--- src/rtl/spi_slave_param.sv ---
// spi_slave_param: parametrised SPI slave framing RAM commands; MOSI in, MISO out.
// Define SPI_PARITY_EN to add a trailing even-parity bit on both directions.
module spi_slave_param #(
  parameter int PAY_W      = 8,
  parameter int TX_TIMEOUT = 16
) (
  input  logic               clk,
  input  logic               rst,
  input  logic               SS_n,
  input  logic               MOSI,
  input  logic [PAY_W-1:0]   tx_data,
  input  logic               tx_valid,
  output logic [PAY_W+1:0]   rx_data,
  output logic               rx_valid,
  output logic               MISO,
  output logic               busy,
  output logic               cmd_err
);
  localparam int FRAME_W = PAY_W + 2;
`ifdef SPI_PARITY_EN
  localparam int PAR = 1;
`else
  localparam int PAR = 0;
`endif
  localparam int RX_W = FRAME_W + PAR;
  localparam int TX_W = PAY_W + PAR;
  localparam int CW   = $clog2(RX_W + 1);

  typedef enum logic [2:0] {IDLE, RECV, WAIT_TX, SEND, DONE} state_t;

  state_t             state_q, state_d;
  logic [CW-1:0]      cnt_q, cnt_d;
  logic [RX_W-2:0]    sh_q, sh_d;
  logic [RX_W-1:0]    sh_full;
  logic [FRAME_W-1:0] rx_data_q, rx_data_d, frame;
  logic [TX_W-1:0]    tx_q, tx_d, tx_load;
  logic [7:0]         to_q, to_d;
  logic               rx_valid_q, rx_valid_d, miso_q, miso_d;
  logic               cmd_err_q, cmd_err_d, armed_q, armed_d, par_ok;

  // sh_q holds the bits already received; the bit on MOSI completes the frame
  assign sh_full = {sh_q, MOSI};
`ifdef SPI_PARITY_EN
  assign frame   = sh_full[RX_W-1:1];
  assign par_ok  = ~^sh_full;
  assign tx_load = {tx_data, ^tx_data};
`else
  assign frame   = sh_full;
  assign par_ok  = 1'b1;
  assign tx_load = tx_data;
`endif

  always_comb begin
    state_d    = state_q;
    cnt_d      = cnt_q;
    sh_d       = sh_q;
    rx_data_d  = rx_data_q;
    rx_valid_d = 1'b0;
    cmd_err_d  = 1'b0;
    miso_d     = miso_q;
    armed_d    = armed_q;
    to_d       = to_q;
    tx_d       = tx_q;
    if (state_q != IDLE && SS_n) begin
      state_d = IDLE;
      cnt_d   = '0;
      to_d    = '0;
      miso_d  = 1'b0;
    end else begin
      case (state_q)
        IDLE: if (!SS_n) begin
          state_d = RECV;
          cnt_d   = '0;
        end
        RECV: begin
          sh_d  = sh_full[RX_W-2:0];
          cnt_d = cnt_q + CW'(1);
          if (cnt_q == CW'(RX_W - 1)) begin
            state_d = DONE;
            if (!par_ok || (frame[FRAME_W-1 -: 2] == 2'b11 && !armed_q)) cmd_err_d = 1'b1;
            else begin
              rx_data_d  = frame;
              rx_valid_d = 1'b1;
              armed_d    = frame[FRAME_W-1 -: 2] == 2'b10 ? 1'b1 :
                           frame[FRAME_W-1 -: 2] == 2'b11 ? 1'b0 : armed_q;
              if (frame[FRAME_W-1 -: 2] == 2'b11) begin
                state_d = WAIT_TX;
                to_d    = '0;
              end
            end
          end
        end
        WAIT_TX: begin
          if (tx_valid) begin
            miso_d  = tx_load[TX_W-1];
            tx_d    = tx_load << 1;
            cnt_d   = CW'(1);
            state_d = SEND;
          end else if (to_q == 8'(TX_TIMEOUT - 1)) begin
            cmd_err_d = 1'b1;
            miso_d    = 1'b0;
            state_d   = DONE;
          end else to_d = to_q + 8'd1;
        end
        SEND: begin
          if (cnt_q == CW'(TX_W)) begin
            miso_d  = 1'b0;
            state_d = DONE;
          end else begin
            miso_d = tx_q[TX_W-1];
            tx_d   = tx_q << 1;
            cnt_d  = cnt_q + CW'(1);
          end
        end
        DONE:    miso_d  = 1'b0;
        default: state_d = IDLE;
      endcase
    end
  end

  always_ff @(posedge clk) begin
    if (rst) begin
      state_q    <= IDLE;
      cnt_q      <= '0;
      sh_q       <= '0;
      rx_data_q  <= '0;
      rx_valid_q <= 1'b0;
      miso_q     <= 1'b0;
      cmd_err_q  <= 1'b0;
      armed_q    <= 1'b0;
      to_q       <= '0;
      tx_q       <= '0;
    end else begin
      state_q    <= state_d;
      cnt_q      <= cnt_d;
      sh_q       <= sh_d;
      rx_data_q  <= rx_data_d;
      rx_valid_q <= rx_valid_d;
      miso_q     <= miso_d;
      cmd_err_q  <= cmd_err_d;
      armed_q    <= armed_d;
      to_q       <= to_d;
      tx_q       <= tx_d;
    end
  end

  assign rx_data  = rx_data_q;
  assign rx_valid = rx_valid_q;
  assign MISO     = miso_q;
  assign cmd_err  = cmd_err_q;
  assign busy     = state_q != IDLE;
endmodule

--- config.mk ---
export PLATFORM = sky130hd
export DESIGN_NAME = spi_slave_param
export DESIGN_NICKNAME = d
export VERILOG_FILES = /design/src/rtl/spi_slave_param.sv
export SDC_FILE = /design/constraint.sdc
export NUM_CORES = 1
export LEC_CHECK = 0
export ABC_CLOCK_PERIOD_IN_PS = 2900
export CAP_MARGIN = 0
export CORE_MARGIN = 8
export CORE_UTILIZATION = 30
export CTS_CLUSTER_DIAMETER = 50
export DETAILED_ROUTE_END_ITERATION = 6
export PLACE_DENSITY_LB_ADDON = 0.15
export SETUP_SLACK_MARGIN = 0.3
export SLEW_MARGIN = 20
export SYNTH_ARGS = -nofsm -noshare
export SYNTH_HDL_FRONTEND = slang
export SYNTH_SLANG_ARGS = --single-unit
--- constraint.sdc ---
create_clock -name clk -period 2.9 [get_ports clk]
set_clock_uncertainty 0.05 [all_clocks]
set_input_delay 0.58 -clock clk [delete_from_list [all_inputs] [get_ports clk]]
set_output_delay 0.58 -clock clk [all_outputs]
set_load 0.005 [all_outputs]
==> results of run 1 <==
-- layout make-up --
class,instances,area [µm²]
timing repair buffer,34,320
clock inverter,3,25.0
tap,96,120
multi-input combinational,205,1150
sequential,45,901
clock buffer,5,68.8
inverter,6,22.5
fill,744,4220
-- synth_stat cells, types with 2 or more instances --
master | count | area, µm²
sky130_fd_sc_hd__nand2_1 | 52 | 195
sky130_fd_sc_hd__dfxtp_1 | 45 | 901
sky130_fd_sc_hd__a21oi_1 | 39 | 195
sky130_fd_sc_hd__nor2_1 | 22 | 82.6
sky130_fd_sc_hd__clkbuf_1 | 10 | 37.5
sky130_fd_sc_hd__o21ai_0 | 8 | 40.0
sky130_fd_sc_hd__mux2i_1 | 7 | 70.1
sky130_fd_sc_hd__nand3_1 | 7 | 35.0
sky130_fd_sc_hd__nand3b_1 | 7 | 52.6
sky130_fd_sc_hd__nor3_1 | 7 | 35.0
sky130_fd_sc_hd__a211oi_1 | 6 | 45.0
sky130_fd_sc_hd__inv_1 | 6 | 22.5
sky130_fd_sc_hd__nand2b_1 | 5 | 31.3
sky130_fd_sc_hd__or3_1 | 5 | 31.3
sky130_fd_sc_hd__buf_2 | 4 | 20.0
sky130_fd_sc_hd__ha_1 | 4 | 50.1
sky130_fd_sc_hd__nor2b_1 | 4 | 25.0
sky130_fd_sc_hd__and3_1 | 3 | 18.8
sky130_fd_sc_hd__and3b_1 | 3 | 26.3
sky130_fd_sc_hd__a22oi_1 | 2 | 15.0
sky130_fd_sc_hd__a31oi_1 | 2 | 12.5
sky130_fd_sc_hd__o22ai_1 | 2 | 12.5
-- power groups by stage --
stage | combinational (mW) | clock, mW | sequential (mW)
finish | 0.130 | 0.412 | 0.641
global route | 0.145 | 0.450 | 0.643
CTS | 0.132 | 0.437 | 0.641
detailed placement | 0.131 | 0 | 0.656
global placement | 0.130 | 0 | 0.656
floorplan | 0.0854 | 0 | 0.644
-- registers in the layout, summed over array words and instances, names as in the netlist --
name      count
MISO          1
armed_q       1
cmd_err       1
cnt_q         4
rx_data      10
rx_valid      1
sh_q          9
state_q       3
to_q          8
tx_q          7
-- worst max-delay path, stage by stage (launching register included) --
cell,delay [ps]
sky130_fd_sc_hd__dfxtp_1,420
sky130_fd_sc_hd__inv_1,90
sky130_fd_sc_hd__ha_1,190
sky130_fd_sc_hd__and3b_1,210
sky130_fd_sc_hd__a21o_1,180
sky130_fd_sc_hd__a221o_1,390
sky130_fd_sc_hd__or4b_1,520
sky130_fd_sc_hd__a31oi_1,160
-- metal layers --
layer  track usage  vias to the layer above  wire length, µm  share of wire
li1              -                     1002                -              -
met1         0.125                      876             2450           0.50
met2         0.172                       29             2270           0.46
met3        0.0304                        4              177          0.036
met4        0.0279                        0               38         0.0077
met5             0                        -                0              0
-- cells by family after synthesis --
| group | count (synthesis) | synth area share |
|---|---|---|
| xor gates and xnor gates | 1 | 0.00410 |
| muxes | 8 | 0.0381 |
| DFF | 45 | 0.422 |
| buffers and inverters | 20 | 0.0375 |
| and+or+nand+nor | 126 | 0.293 |
| AOI/OAI and AO/OA | 66 | 0.182 |
| adders and majority gates | 4 | 0.0234 |
-- through the flow --
step                      instances  hold slack (ps)  power (mW)   util
after floorplan                 270              381       0.730      -
after global placement          386              388       0.786  0.368
after detailed placement        386              394       0.787  0.368
after CTS                       394              412        1.21  0.382
after global routing            394              429        1.24  0.382
final                           394              408        1.18  0.382
-- worst min-delay path by stage --
stage	start	endpoint	slack, ps
after floorplan	tx_q[1]	tx_q[1]	380
after CTS	rx_data[5]	rx_data[5]	410
after global routing	rx_data[2]	rx_data[2]	430
after global placement	rx_data[1]	rx_data[1]	390
after detailed placement	rx_data[1]	rx_data[1]	390
final	rx_data[2]	rx_data[2]	410
==> results.cfg, run 1 <==
[placement]
placement.setup.worst_slack_ps = 404
dpl_cell_area_um2 = 2520
place_congestion = 0.783
number_of_buffer_cells_added_on_primary_ports = 26
place_hpwl_mm = 3.47

[setup_path]
worst-r2r-setup-slack_ps = 620
timing_worst_setup_path_type = flop to flop
reg2reg_from = cnt_q[0]
r2r_end = cnt_q[3]
cp-startpoint = cnt_q[0]
timing.critical_path.from_type = flop
setup.worst_path.end_class = flop
required_ps = 3090
crit_path_end = cnt_q[3]
r2r_cells = 7
critPathArrivalTime_ps = 2470
critical_path.max_fanout = 7

[synthesis]
synthesis.instances = 270
synth_area_per_cell_um2 = 7.91
yosys_warnings = 0
synth.lib_cells_used.distinct = 42
yosys_most_used_dff = sky130_fd_sc_hd__dfxtp_1
postSynthRegisterBits = 45
synthesis.area_um2 = 2130
synth_edf_count = 0
ys_async_sr_fraction = 0
post_syn_nets = 287
ys_seq_area_frac = 0.422

[timing]
final-max-slew-violation-count = 0
layout_min_cycle_time_ps = 2280
setup-tns-final_ps = 0
setup_violations = 0
worst_slew_pin_tran_ps = 518
timing_hold_violations_final = 0
final_min_period_over_clock_period = 0.787
setup_ws_ps = 617
rsz0062_at_grt = false
relSlewSlack = 0.652
timing.fmax_ghz = 0.438

[clock_network]
cts_inserted_buffers = 5
cts_tree = yes
buffer_count_from_post_cts_setup_fixing = 0
clk_latency_ps = 300
holdBufCountCts = 0
cts_sinks = 45
clk_transition_reported_paths_ps = 90
clockBufferDepth = 2
cts_root_buffer = sky130_fd_sc_hd__clkbuf_8
ctsHtreeMaxLevel = 2
cts_resized = 0

[global_routing]
globalRouteTotalUtil = 0.103
grt_first_pass_wirelength_mm = 8.68
globalRouteOverflowTotal = 0
vias_in_the_first_global_route = 1881
antenna_violations_before_repair = 0
grt_max_degree = 29

[layout]
most_common_cell_after_layout_fill_and_taps_aside = sky130_fd_sc_hd__nand2_1
final_design_area_no_fill_um2 = 2610
most-common-layout-cells = sky130_fd_sc_hd__nand2_1 (52), sky130_fd_sc_hd__dfxtp_1 (45), sky130_fd_sc_hd__a21oi_1 (39)
post_route_cells_drive_above_1_share = 0.0738
synthToLayoutAreaGrowth_pct = 22.3
layout.nets = 314
antenna_cells_inserted = 0

[drt]
drt_first_iter_violations = 164
vias = 1911
routed_wire_length_per_instance_um = 12.5
first_pass_iters = 4
route.detailed.vias_per_inst = 4.85
drt.antenna.violating_nets = 0
route.final.wire_length_mm = 4.94
drcViolationCount = 0

[floorplanning]
placeableCoreArea_um2 = 6830
starting_density = 0.312
chipHeight_um = 100
ioPinCount = 27
row_count = 30
die_w_um = 100
die_area_um2 = 10100

[worst_hold_path]
min_delay_path_depth = 2
hold_path_class = flop to flop

[pwr]
power.combinational.fraction = 0.110
intPower_uw = 860
leakage_dissipation_nw = 0.920
pwr-share-clk = 0.348
highest_ir_drop_seen_on_vdd_mv = 0.205
p_switching_uw = 323
seq_power_share = 0.541
power_density_over_cell_area_nw_per_um2 = 453
power_switching_share = 0.273

[outcome]
status = finished clean

[job]
drv.max_cap_violation_count = 0
(Power assumes the default switching activity.)
==> run 2: changes to the inputs <==
- ABC_CLOCK_PERIOD_IN_PS: 2900 -> 2310
- clock period: 2.9 -> 2.31 ns (I/O delays scaled with it)
==> run 2 against run 1 <==
  * Largest cell class unchanged
  * Clock power rose by 21%
  * Via count is 5.7% higher
  * Largest power group unchanged
  * Critical path depth is the same
  * Wire length rose by 6.7%
  * First-iteration DRC count down 52%
  * Worst hold slack better by 1.1 ps
  * Utilization is 3.2 points higher
  * Flip-flop and latch count unchanged
==> results.cfg, run 2 (same netlist as run 1, synthesis figures left out) <==
[timing]
final-max-slew-violation-count = 0
layout_min_cycle_time_ps = 1970
final_min_period_over_clock_period = 0.855
worst_slew_pin_tran_ps = 444
setup-tns-final_ps = 0
relSlewSlack = 0.703
timing_hold_violations_final = 0
timing.fmax_ghz = 0.506
rsz0062_at_grt = true
setup_violations = 0

[global_routing]
globalRouteTotalUtil = 0.114
vias_in_the_first_global_route = 2004
grt_max_degree = 29
grt_first_pass_wirelength_mm = 9.43
globalRouteOverflowTotal = 0
antenna_violations_before_repair = 0

[worst_hold_path]
hold_path_class = flop to flop
whs_endpoint = rx_data[6]
min_delay_path_depth = 2
hold_path_startpoint = rx_data[6]

[drt]
route.detailed.vias_per_inst = 4.85
vias = 2019
routed_wire_length_per_instance_um = 12.7
drt_first_iter_violations = 78
drt.antenna.violating_nets = 0
first_pass_iters = 4
route.final.wire_length_mm = 5.27
drcViolationCount = 0

[placement]
place_congestion = 0.835
place_hpwl_mm = 3.66
number_of_buffer_cells_added_on_primary_ports = 26

[pwr]
highest_ir_drop_seen_on_vdd_mv = 0.293
leakage_dissipation_nw = 1.03
power_density_over_cell_area_nw_per_um2 = 543

[setup_path]
worst_path_largest_cell_delay_ps = 480
timing.critical_path.max_delay_family = simple AND/OR/NAND/NOR gates
critical_path.n_buffers_inverters = 1
timing_worst_setup_path_type = flop to flop
r2r_cells = 7
worst-r2r-setup-slack_ps = 340
critical_path.max_fanout = 3
reg2reg_from = cnt_q[1]
setup.worst_path.end_class = flop
required_ps = 2480
cp-startpoint = cnt_q[1]
critPathArrivalTime_ps = 2140
critical_path.cell_chain = inv_2, ha_2, and3b_2, a21o_1, a221o_1, or4b_1, a31oi_1
timing.critical_path.from_type = flop
r2r_end = cnt_q[3]
master_of_the_slowest_instance_on_the_critical_path = sky130_fd_sc_hd__or4b_1

[floorplanning]
chipHeight_um = 100
die_w_um = 100
placeableCoreArea_um2 = 6830
starting_density = 0.312
die_area_um2 = 10100
row_count = 30
ioPinCount = 27

[clock_network]
ctsHtreeMaxLevel = 2
cts_inserted_buffers = 5
holdBufCountCts = 0
clk_latency_ps = 300
cts_root_buffer = sky130_fd_sc_hd__clkbuf_8
clk_transition_reported_paths_ps = 90
cts_sinks = 45
cts_tree = yes
clockBufferDepth = 2

[job]
drv.max_cap_violation_count = 0

[layout]
most_common_cell_after_layout_fill_and_taps_aside = sky130_fd_sc_hd__nand2_1
largest_register_ff_count = 10
synthToLayoutAreaGrowth_pct = 32.5
antenna_cells_inserted = 0
post_route_cells_drive_above_1_share = 0.188
final_core_utilization = 0.414
layout.nets = 336
most-common-layout-cells = sky130_fd_sc_hd__nand2_1 (52), sky130_fd_sc_hd__dfxtp_1 (40), sky130_fd_sc_hd__a21oi_1 (38)

[outcome]
status = finished clean
run 2: changes by cell type in the layout (fill, tap and decap cells not counted), sizes merged:
cell,change
inv,-1
dlygate4sd2,+1
clkdlybuf4s50,-1
clkinv,+1
buf,+22
run 2: how the worst max path moves through the flow:
stage | to | slack (ps) | cells after the start
global route | cnt_q[3] | 220 | 7
finish | cnt_q[3] | 340 | 7
detailed placement | cnt_q[3] | 30 | 6
floorplan | cnt_q[3] | 310 | 7
global placement | cnt_q[2] | 80 | 7
CTS | cnt_q[3] | 270 | 7
run 2: repair_timing:
action	4_1_cts	5_1_grt
cloned	0	0
setup endpoints to repair	3	20
resized for setup	10	13
pin swaps	6	3
endpoints found under the hold margin	0	0
buffers inserted	15	0
run 2: area by class of cell:
cell class / count / area [µm²]
clock buffers: 5 / 68.8
clock inverters: 3 / 21.3
fillers: 733 / 4000
inverters: 6 / 27.5
multi-input cells: 205 / 1180
flip-flops and latches: 45 / 912
well taps: 96 / 120
repair buffers: 56 / 499
run 2: layer usage:
layer / part of all wire / wire (µm) / track usage
met5: 0 / 0 / 0
met4: 0.010 / 55 / 0.0442
met3: 0.029 / 155 / 0.0256
met2: 0.49 / 2580 / 0.185
met1: 0.47 / 2480 / 0.143
run 2: power by group:
group | leakage (nW) | switching (mW) | total [mW] | internal (mW)
logic | 0.622 | 0.111 | 0.238 | 0.127
clock network | 0.0445 | 0.282 | 0.497 | 0.215
registers | 0.366 | 0.0178 | 0.802 | 0.784
run 2: through the flow:
stage          power, mW  std cells  instance area, µm²  hold slack, ps  setup WS [ps]
2_1_floorplan      0.917        270                2140             381            305
3_3_place_gp        1.00        393                2570             392           76.1
3_5_place_dp        1.00        393                2570             400           30.1
4_1_cts             1.54        416                2790             415            268
5_1_grt             1.62        416                2830             432            221
6_report            1.54        416                2830             409            335
run 2: worst min-delay path: cells and delay by family (launching register included):
kind             cells  cell delay, ps
flip-flops           1             320
AO/OA/AOI/OAI        1              50
AND/OR/NAND/NOR      1              50
